[config.mk]
export PLATFORM = sky130hd
export DESIGN_NAME = fetch_unit_flat
export DESIGN_NICKNAME = d
export VERILOG_FILES = /design/src/rtl/fetch_unit_if.sv /design/src/rtl/fetch_unit.sv /design/src/flat_wrapper.sv
export SDC_FILE = /design/constraint.sdc
export NUM_CORES = 1
export LEC_CHECK = 0
export CAP_MARGIN = 20
export CORE_MARGIN = 2
export CORE_UTILIZATION = 28
export CTS_CLUSTER_SIZE = 40
export DETAILED_ROUTE_END_ITERATION = 6
export PLACE_DENSITY_LB_ADDON = 0.15
export SYNTH_ARGS = -nofsm -noshare
export SYNTH_HDL_FRONTEND = slang
export SYNTH_SLANG_ARGS = --single-unit
[constraint.sdc]
create_clock -name clk -period 2.05 [get_ports clk]
set_input_delay 0.41 -clock clk [delete_from_list [all_inputs] [get_ports clk]]
set_output_delay 0.41 -clock clk [all_outputs]
set_load 0.02 [all_outputs]
[src/rtl/fetch_unit_if.sv]
// Bus bundle between the fetch stage, the instruction memory and the decoder.
// The master side is the fetch unit; the slave side is its surroundings.
interface fetch_unit_if;
  logic [31:0] PC;
  logic [31:0] instrCode;
  logic        stall;
  logic        flush;
  logic        branch_taken;
  logic [31:0] branch_target;
  logic [31:0] if_id_pc;
  logic [31:0] if_id_instr;
  logic        if_id_valid;
  logic        misalign_err;
  logic [31:0] fetch_count;

  modport master (
    output PC,
    input  instrCode,
    input  stall,
    input  flush,
    input  branch_taken,
    input  branch_target,
    output if_id_pc,
    output if_id_instr,
    output if_id_valid,
    output misalign_err,
    output fetch_count
  );

  modport slave (
    input  PC,
    output instrCode,
    output stall,
    output flush,
    output branch_taken,
    output branch_target,
    input  if_id_pc,
    input  if_id_instr,
    input  if_id_valid,
    input  misalign_err,
    input  fetch_count
  );
endinterface

[src/rtl/fetch_unit.sv]
// Instruction-fetch stage: program counter, IF/ID pipeline register and fetch counter,
// with stall, flush and branch redirect handling behind a one-cycle boot phase.
module fetch_unit #(
  parameter logic [31:0] RESET_PC = 32'h0000_0000
) (
  input  logic         clk,
  input  logic         rst,
  fetch_unit_if.master bus
);

  localparam logic [31:0] NOP_INSTR = 32'h0000_0013;

  typedef enum logic [1:0] {
    ST_RESET = 2'd0,
    ST_BOOT  = 2'd1,
    ST_RUN   = 2'd2
  } state_e;

  state_e      state_q, state_d;
  logic [31:0] pc_q, pc_d;
  logic [31:0] if_id_pc_q, if_id_pc_d;
  logic [31:0] if_id_instr_q, if_id_instr_d;
  logic        if_id_valid_q, if_id_valid_d;
  logic        misalign_err_q, misalign_err_d;
  logic [31:0] fetch_count_q, fetch_count_d;

  function automatic logic is_misaligned(input logic [31:0] addr);
    return (addr[1:0] != 2'b00);
  endfunction

  // State and pipeline registers with asynchronous reset.
  always_ff @(posedge clk or negedge rst) begin
    if (!rst) begin
      state_q        <= ST_RESET;
      pc_q           <= RESET_PC;
      if_id_pc_q     <= 32'h0000_0000;
      if_id_instr_q  <= NOP_INSTR;
      if_id_valid_q  <= 1'b0;
      misalign_err_q <= 1'b0;
      fetch_count_q  <= 32'h0000_0000;
    end else begin
      state_q        <= state_d;
      pc_q           <= pc_d;
      if_id_pc_q     <= if_id_pc_d;
      if_id_instr_q  <= if_id_instr_d;
      if_id_valid_q  <= if_id_valid_d;
      misalign_err_q <= misalign_err_d;
      fetch_count_q  <= fetch_count_d;
    end
  end

  // Next-state logic; redirect beats flush beats stall beats normal fetch.
  always_comb begin
    state_d        = state_q;
    pc_d           = pc_q;
    if_id_pc_d     = if_id_pc_q;
    if_id_instr_d  = if_id_instr_q;
    if_id_valid_d  = if_id_valid_q;
    misalign_err_d = 1'b0;
    fetch_count_d  = fetch_count_q;

    case (state_q)
      ST_RESET: begin
        state_d = ST_BOOT;
      end
      ST_BOOT: begin
        state_d = ST_RUN;
      end
      ST_RUN: begin
        if (bus.branch_taken) begin
          pc_d           = {bus.branch_target[31:2], 2'b00};
          if_id_instr_d  = NOP_INSTR;
          if_id_valid_d  = 1'b0;
          misalign_err_d = is_misaligned(bus.branch_target);
        end else if (bus.flush) begin
          if_id_instr_d = NOP_INSTR;
          if_id_valid_d = 1'b0;
          if (bus.stall) begin
            pc_d = pc_q;
          end else begin
            pc_d = pc_q + 32'd4;
          end
        end else if (bus.stall) begin
          pc_d = pc_q;
        end else begin
          if_id_instr_d = bus.instrCode;
          if_id_pc_d    = pc_q;
          if_id_valid_d = 1'b1;
          pc_d          = pc_q + 32'd4;
          fetch_count_d = fetch_count_q + 32'd1;
        end
      end
      default: begin
        state_d = ST_RESET;
      end
    endcase
  end

  assign bus.PC           = pc_q;
  assign bus.if_id_pc     = if_id_pc_q;
  assign bus.if_id_instr  = if_id_instr_q;
  assign bus.if_id_valid  = if_id_valid_q;
  assign bus.misalign_err = misalign_err_q;
  assign bus.fetch_count  = fetch_count_q;

endmodule

[src/flat_wrapper.sv]
// flat-port wrapper written by rule: the top's interface ports become plain ports
module fetch_unit_flat 
#(
  parameter logic [31:0] RESET_PC = 32'h0000_0000
)
  (clk, rst, bus_PC, bus_instrCode, bus_stall, bus_flush, bus_branch_taken, bus_branch_target, bus_if_id_pc, bus_if_id_instr, bus_if_id_valid, bus_misalign_err, bus_fetch_count);
  fetch_unit_if bus_i ();
  input  logic clk;
  input  logic rst;
  output wire logic [$bits(bus_i.PC)-1:0] bus_PC;
  input wire logic [$bits(bus_i.instrCode)-1:0] bus_instrCode;
  input wire logic [$bits(bus_i.stall)-1:0] bus_stall;
  input wire logic [$bits(bus_i.flush)-1:0] bus_flush;
  input wire logic [$bits(bus_i.branch_taken)-1:0] bus_branch_taken;
  input wire logic [$bits(bus_i.branch_target)-1:0] bus_branch_target;
  output wire logic [$bits(bus_i.if_id_pc)-1:0] bus_if_id_pc;
  output wire logic [$bits(bus_i.if_id_instr)-1:0] bus_if_id_instr;
  output wire logic [$bits(bus_i.if_id_valid)-1:0] bus_if_id_valid;
  output wire logic [$bits(bus_i.misalign_err)-1:0] bus_misalign_err;
  output wire logic [$bits(bus_i.fetch_count)-1:0] bus_fetch_count;
  assign bus_PC = bus_i.PC;
  assign bus_i.instrCode = bus_instrCode;
  assign bus_i.stall = bus_stall;
  assign bus_i.flush = bus_flush;
  assign bus_i.branch_taken = bus_branch_taken;
  assign bus_i.branch_target = bus_branch_target;
  assign bus_if_id_pc = bus_i.if_id_pc;
  assign bus_if_id_instr = bus_i.if_id_instr;
  assign bus_if_id_valid = bus_i.if_id_valid;
  assign bus_misalign_err = bus_i.misalign_err;
  assign bus_fetch_count = bus_i.fetch_count;
  fetch_unit #(.RESET_PC(RESET_PC)) u_core (.clk(clk), .rst(rst), .bus(bus_i));
endmodule
# After elaboration in Yosys (flattened, before gate mapping)
# Index checks and enable logic that the tools add are counted.
dict set report word_totals {
  reg_bits 132
  input_bits 69
  out_inout_bits 130
  wordCells 32
}
dict set report classes {
  n_addsub 2
  eq_ne 4
  n_mux 11
  bitwise_logic 3
  n_reduce_logical 5
}
# op n
set ops {}
lappend ops {{$mux W32} 5}
lappend ops {{$add A32 B1 Y32 const B} 1}
lappend ops {{$add A32 B3 Y32 const B} 1}
lappend ops {{$pmux W2 S3} 1}
lappend ops {{$mux W1} 5}
lappend ops {{$reduce_and A2 Y1} 2}
lappend ops {{$reduce_and A4 Y1} 1}
lappend ops {{$ne A3 B1 Y1 const B} 1}
lappend ops {{$not A1 Y1} 3}
lappend ops {{$eq A2 B1 Y1 const B} 1}
lappend ops {{$eq A2 B2 Y1 const B} 1}
lappend ops {{$logic_not A2 Y1} 1}
lappend ops {{$ne A2 B1 Y1 const B} 1}
lappend ops {{$reduce_bool A2 Y1} 1}

# Depth between registers and ports, before layout
dict set report logic_depth {
  ltp_word 3
  ltp_mapped 7
  ltp_nobuf 5
}

# Least setup slack after synthesis
# OpenSTA, ideal clock, no wires.
dict set report synth_path {
  kind {input -> register}
  startpoint {input bus_branch_taken}
  endpoint {register u_core.fetch_count_q[31], in the netlist u_core.bus.fetch_count[31]}
  setup_ps 79
  t_arrival_ps 2064
  t_required_ps 1971
  setup_slack_ps -93
  path_stages 6
  path_buffers 2
  cell_sequence {buf_6 -> or4b_4 -> or4_4 -> buf_6 -> nor4_4 -> xor2_1}
}
dict set report synth_via {
  elab_chain_len 2
}
# item line
set synth_lines {}
lappend synth_lines {{start: declaration} flat_wrapper.sv:14} ;# input wire logic [$bits(bus_i.branch_taken)-1:0] bus_branch_taken;
lappend synth_lines {{$not A1 Y1 (no source line)} --}
lappend synth_lines {{$reduce_and A4 Y1 (no source line)} --}
lappend synth_lines {{end signal: assignment} fetch_unit.sv:48} ;# fetch_count_q <= fetch_count_d;
lappend synth_lines {{end: declaration} fetch_unit.sv:25} ;# logic [31:0] fetch_count_q, fetch_count_d;
# Every way passes these cells.
# A chain may end at the register's enable or synchronous reset.

# Worst setup path after layout
dict set report layout_path {
  startpoint {register u_core.pc_q[9], in the netlist u_core.bus.PC[9]}
  endpoint {output bus_PC[9]}
}
# item line
set layout_rtl {}
lappend layout_rtl {{start: declaration} fetch_unit.sv:20} ;# logic [31:0] pc_q, pc_d;
lappend layout_rtl {{start signal: assignment} fetch_unit.sv:43} ;# pc_q <= pc_d;
lappend layout_rtl {{end: declaration} flat_wrapper.sv:10} ;# output wire logic [$bits(bus_i.PC)-1:0] bus_PC;
# No word-level cell between the ends.

==> metrics.md <==
| Metric | Value |
|---|---|
| Worst slack, placed | `-0.326 ns` |
| RSZ-0062 raised after global routing | `no` |
| Row count | `53` |
| Die height | `150 um` |
| Setup TNS | `0 ns` |
| Dpl hpwl | `14.2 mm` |
| Antenna Cells | `0` |
| Wire per inst | `17.5 um` |
| Max Cap Viol | `0` |
| Post-CTS Setup Inserts | `0` |
| Cell count after synthesis | `595` |
| Worst Hold Class | `reg2reg` |
| WP data required | `1.64 ns` |
| CTS Buf Count | `17` |
| Share of post-route cells with drive strength above 1 | `12.4%` |
| CP delay by family, top | `buffers and inverters` |
| ANT nets after route | `0` |
| Logic pwr share | `21.7%` |
| Die area | `22600 um^2` |
| Pins Over Slew Limit | `0` |
| Vias in the first global route | `5728` |
| Outcome | `finished, final reports clean` |
| WP data arrival | `1.57 ns` |
| Clk_lat worst skew | `0.42 ns` |
| Vias/cell | `5.01` |
| Core Region | `21000 um^2` |
| First-pass GRT wire length | `30.6 mm` |
| Dpl cells | `1079` |
| Worst setup margin | `0.0673 ns` |
| Largest net degree at the start of global routing | `40` |
| Sequential area share after synthesis | `53.5%` |
| Tcrit/Tclk final | `96.7%` |
| Fmax | `0.504 GHz` |
| Initial Util | `28.5%` |
| CP Depth | `1` |
| Number of synthesized flops with an enable pin | `0` |
| Die width | `150 um` |
| Total number of H-tree levels | `4` |
| IO Port Bufs | `194` |
| CP peak stage delay | `0.66 ns` |
| DRC | `0` |
| Crit-path slowest cell | `clkdlybuf4s50_1` |
| Area of the multi-input gates | `2610 um^2` |
| Leakage | `4.06 nW` |
| Worst-path cell chain | `clkdlybuf4s50_1` |
| Via count | `5570` |
| Maximum clock insertion buffer count | `2` |
| Clock Pin Slew Worst Setup and Hold Paths | `0.06 ns` |
| TritonCTS clock tree | `done` |
| CTS Sinks | `128` |
| Time the worst path needs with I/O delays and setup | `1.98 ns` |
| Drt pass-1 iters | `4` |
| Netlist cell types | `48` |
| Flop2flop setup slack | `0.12 ns` |
| Count of final setup violators | `0` |
| Most used DFF post-synth | `dfrtp_1` |
| Pint | `0.00559 W` |
| Pwr Density | `854 nW/um^2` |
| Grt ovf | `0` |
| Initial DRC Count | `272` |
| CP max FO | `8` |
| Sequential Area | `3210 um^2` |
| All-Layer GR Usage | `17.3%` |
| Met2 usage | `28.5%` |
| Root Buffer | `clkbuf_16` |
| CP Capture Type | `primary output` |
| Sequential power share | `38.4%` |
| Met3 usage | `4.45%` |
| Top-Level Pins | `199` |
| Final #Nets | `895` |
| Clock share of power | `39.8%` |
| Mapped Avg Cell Area | `10.1 um^2` |
| Worst VDD drop | `566 uV` |
| Final GP Congestion | `0.774` |
| Async SR Flop Fraction | `100%` |
| Fill cells | `2017` |
| Busiest metal layer after global routing | `met2` |
| Worst hold stages | `2` |
| Total Wirelength | `19.5 mm` |
| Met1 Track Usage GR | `22.3%` |
| Yosys warnings | `0` |
| Fin Clk Skew | `0.00780 ns` |
| Total power draw | `0.00792 W` |
| Switching Fraction | `29.5%` |
| CP Buf/Inv Count | `1` |
| Setup CP Type | `reg2out` |
| Initial antenna violation count | `0` |
| Register bit total from synthesis | `128` |
| Worst setup SP type | `register` |
| Cell count of the worst reg-to-reg path | `4` |
| Layout Cells excl Fill | `1112` |
| Area Overhead vs Synth | `54.7%` |
| Final hold viol count | `0` |
| Mapped Area | `5990 um^2` |
| Net Switching | `0.00233 W` |
[metrics by stage]
step | cell area [um^2] | utilization, % | hold slack, ns
4_1_cts | 9260 | 44.1 | 0.476
3_3_place_gp | 8640 | 41.1 | 0.358
5_1_grt | 9270 | 44.1 | 0.490
2_1_floorplan | 6000 | - | 0.114
3_5_place_dp | 8640 | 41.1 | 0.359
6_report | 9270 | 44.1 | 0.473
[cells in the mapped netlist, types with 7 or more instances]
cell type / instances / area share [%]
dfrtp_1: 125 / 52
nand2_1: 111 / 7.0
clkbuf_1: 34 / 2.1
a22o_1: 29 / 4.2
nor3_1: 28 / 2.3
nand4_1: 25 / 2.6
nand3_1: 21 / 1.8
xnor2_1: 21 / 3.1
nor2_1: 20 / 1.3
o22ai_1: 20 / 2.1
mux2i_1: 18 / 3.0
a21oi_1: 14 / 1.2
and4_1: 14 / 2.0
and3_1: 11 / 1.1
xor2_1: 11 / 1.6
inv_1: 10 / 0.63
o21ai_0: 10 / 0.84
nor4_1: 8 / 0.84
nor4b_1: 8 / 1.2
a311oi_1: 7 / 1.0
[path summary, 6_finish.rpt]
| kind | start | endpoint |
|---|---|---|
| max in group asynchronous | rst | u_core.bus.PC[12]$_DFFE_PN0P_ |
| min in group asynchronous | rst | u_core.bus.fetch_count[14]$_DFFE_PN0P_ |
| max reg2reg | u_core.state_q[0]$_DFFE_PN0P_ | u_core.bus.fetch_count[31]$_DFFE_PN0P_ |
| max | u_core.bus.PC[9]$_DFFE_PN0P_ | bus_PC[9] |
| min | u_core.bus.if_id_pc[26]$_DFFE_PN0P_ | u_core.bus.if_id_pc[26]$_DFFE_PN0P_ |
| min reg2reg | u_core.bus.if_id_pc[26]$_DFFE_PN0P_ | u_core.bus.if_id_pc[26]$_DFFE_PN0P_ |
[final cells by class]
type,instances,area share (%)
clock buffers,20,4.92
well taps,275,3.71
repair buffers,249,26.6
clock inverters,12,1.71
flip-flops and latches,128,34.6
multi-input cells,418,28.1
inverters,10,0.405
[routing by layer]
metal	share of wire (%)	wire length, um
met2	47	9200
met3	6.7	1310
met1	45	8720
met5	0	0
met4	1.3	248
[kinds of logic after synthesis]
| logic type | after synthesis | synth area share (%) |
|---|---|---|
| multiplexers | 19 | 3.19 |
| flip-flops | 128 | 53.5 |
| adder cells (fa/ha/maj) | 2 | 0.417 |
| AND/OR/NAND/NOR | 264 | 22.7 |
| AO/OA/AOI/OAI | 97 | 11.6 |
| XOR/XNOR | 32 | 4.68 |
| other | 1 | 0.0626 |
| buffers and inverters | 52 | 3.78 |
[cell usage in the layout (no fill, tap or decap), types with 3 or more instances in the layout]
cell / instances
nand2_1: 111
a21oi_1: 14
nand4_1: 25
o22ai_1: 20
mux2i_1: 18
bufinv_16: 3
nand3_1: 21
nor2b_1: 3
nor4b_1: 7
buf_4: 46
xnor2_1: 21
a22o_1: 29
clkdlybuf4s50_1: 187
buf_12: 8
and3_1: 11
dlymetal6s2s_1: 3
nor4_1: 6
inv_1: 10
o22a_1: 3
a31oi_1: 3
conb_1: 4
dfstp_2: 3
clkinvlp_4: 5
dfrtp_1: 124
nor2_1: 18
and4_1: 14
o21ai_0: 9
a311oi_1: 7
xor2_1: 11
clkbuf_16: 17
o221ai_1: 3
a211oi_1: 4
nor3_1: 28
dlygate4sd2_1: 3
[timing repair]
action                                  in CTS  in global routing
gates resized for setup                      4                  4
gates cloned                                 0                  0
hold buffers                                 1                  0
endpoints found under the setup margin       4                  4
hold endpoints to repair                    33                  0
[power groups by stage]
stage	logic, W	clock network [W]	registers (W)
3_3_place_gp	0.00173	0	0.00308
4_1_cts	0.00174	0.00323	0.00305
3_5_place_dp	0.00174	0	0.00309
2_1_floorplan	0.000466	0	0.00334
6_report	0.00172	0.00316	0.00305
5_1_grt	0.00186	0.00335	0.00308
[flip-flops by register name, summed over array words and instances (netlist names)]
name and cells:
u_core.bus.misalign_err 1, u_core.bus.PC 30, u_core.bus.if_id_pc 30, u_core.bus.if_id_instr 32, u_core.bus.if_id_valid 1, u_core.bus.fetch_count 32
u_core.state_q 2
Note: power is estimated with default switching activity, not from simulation.
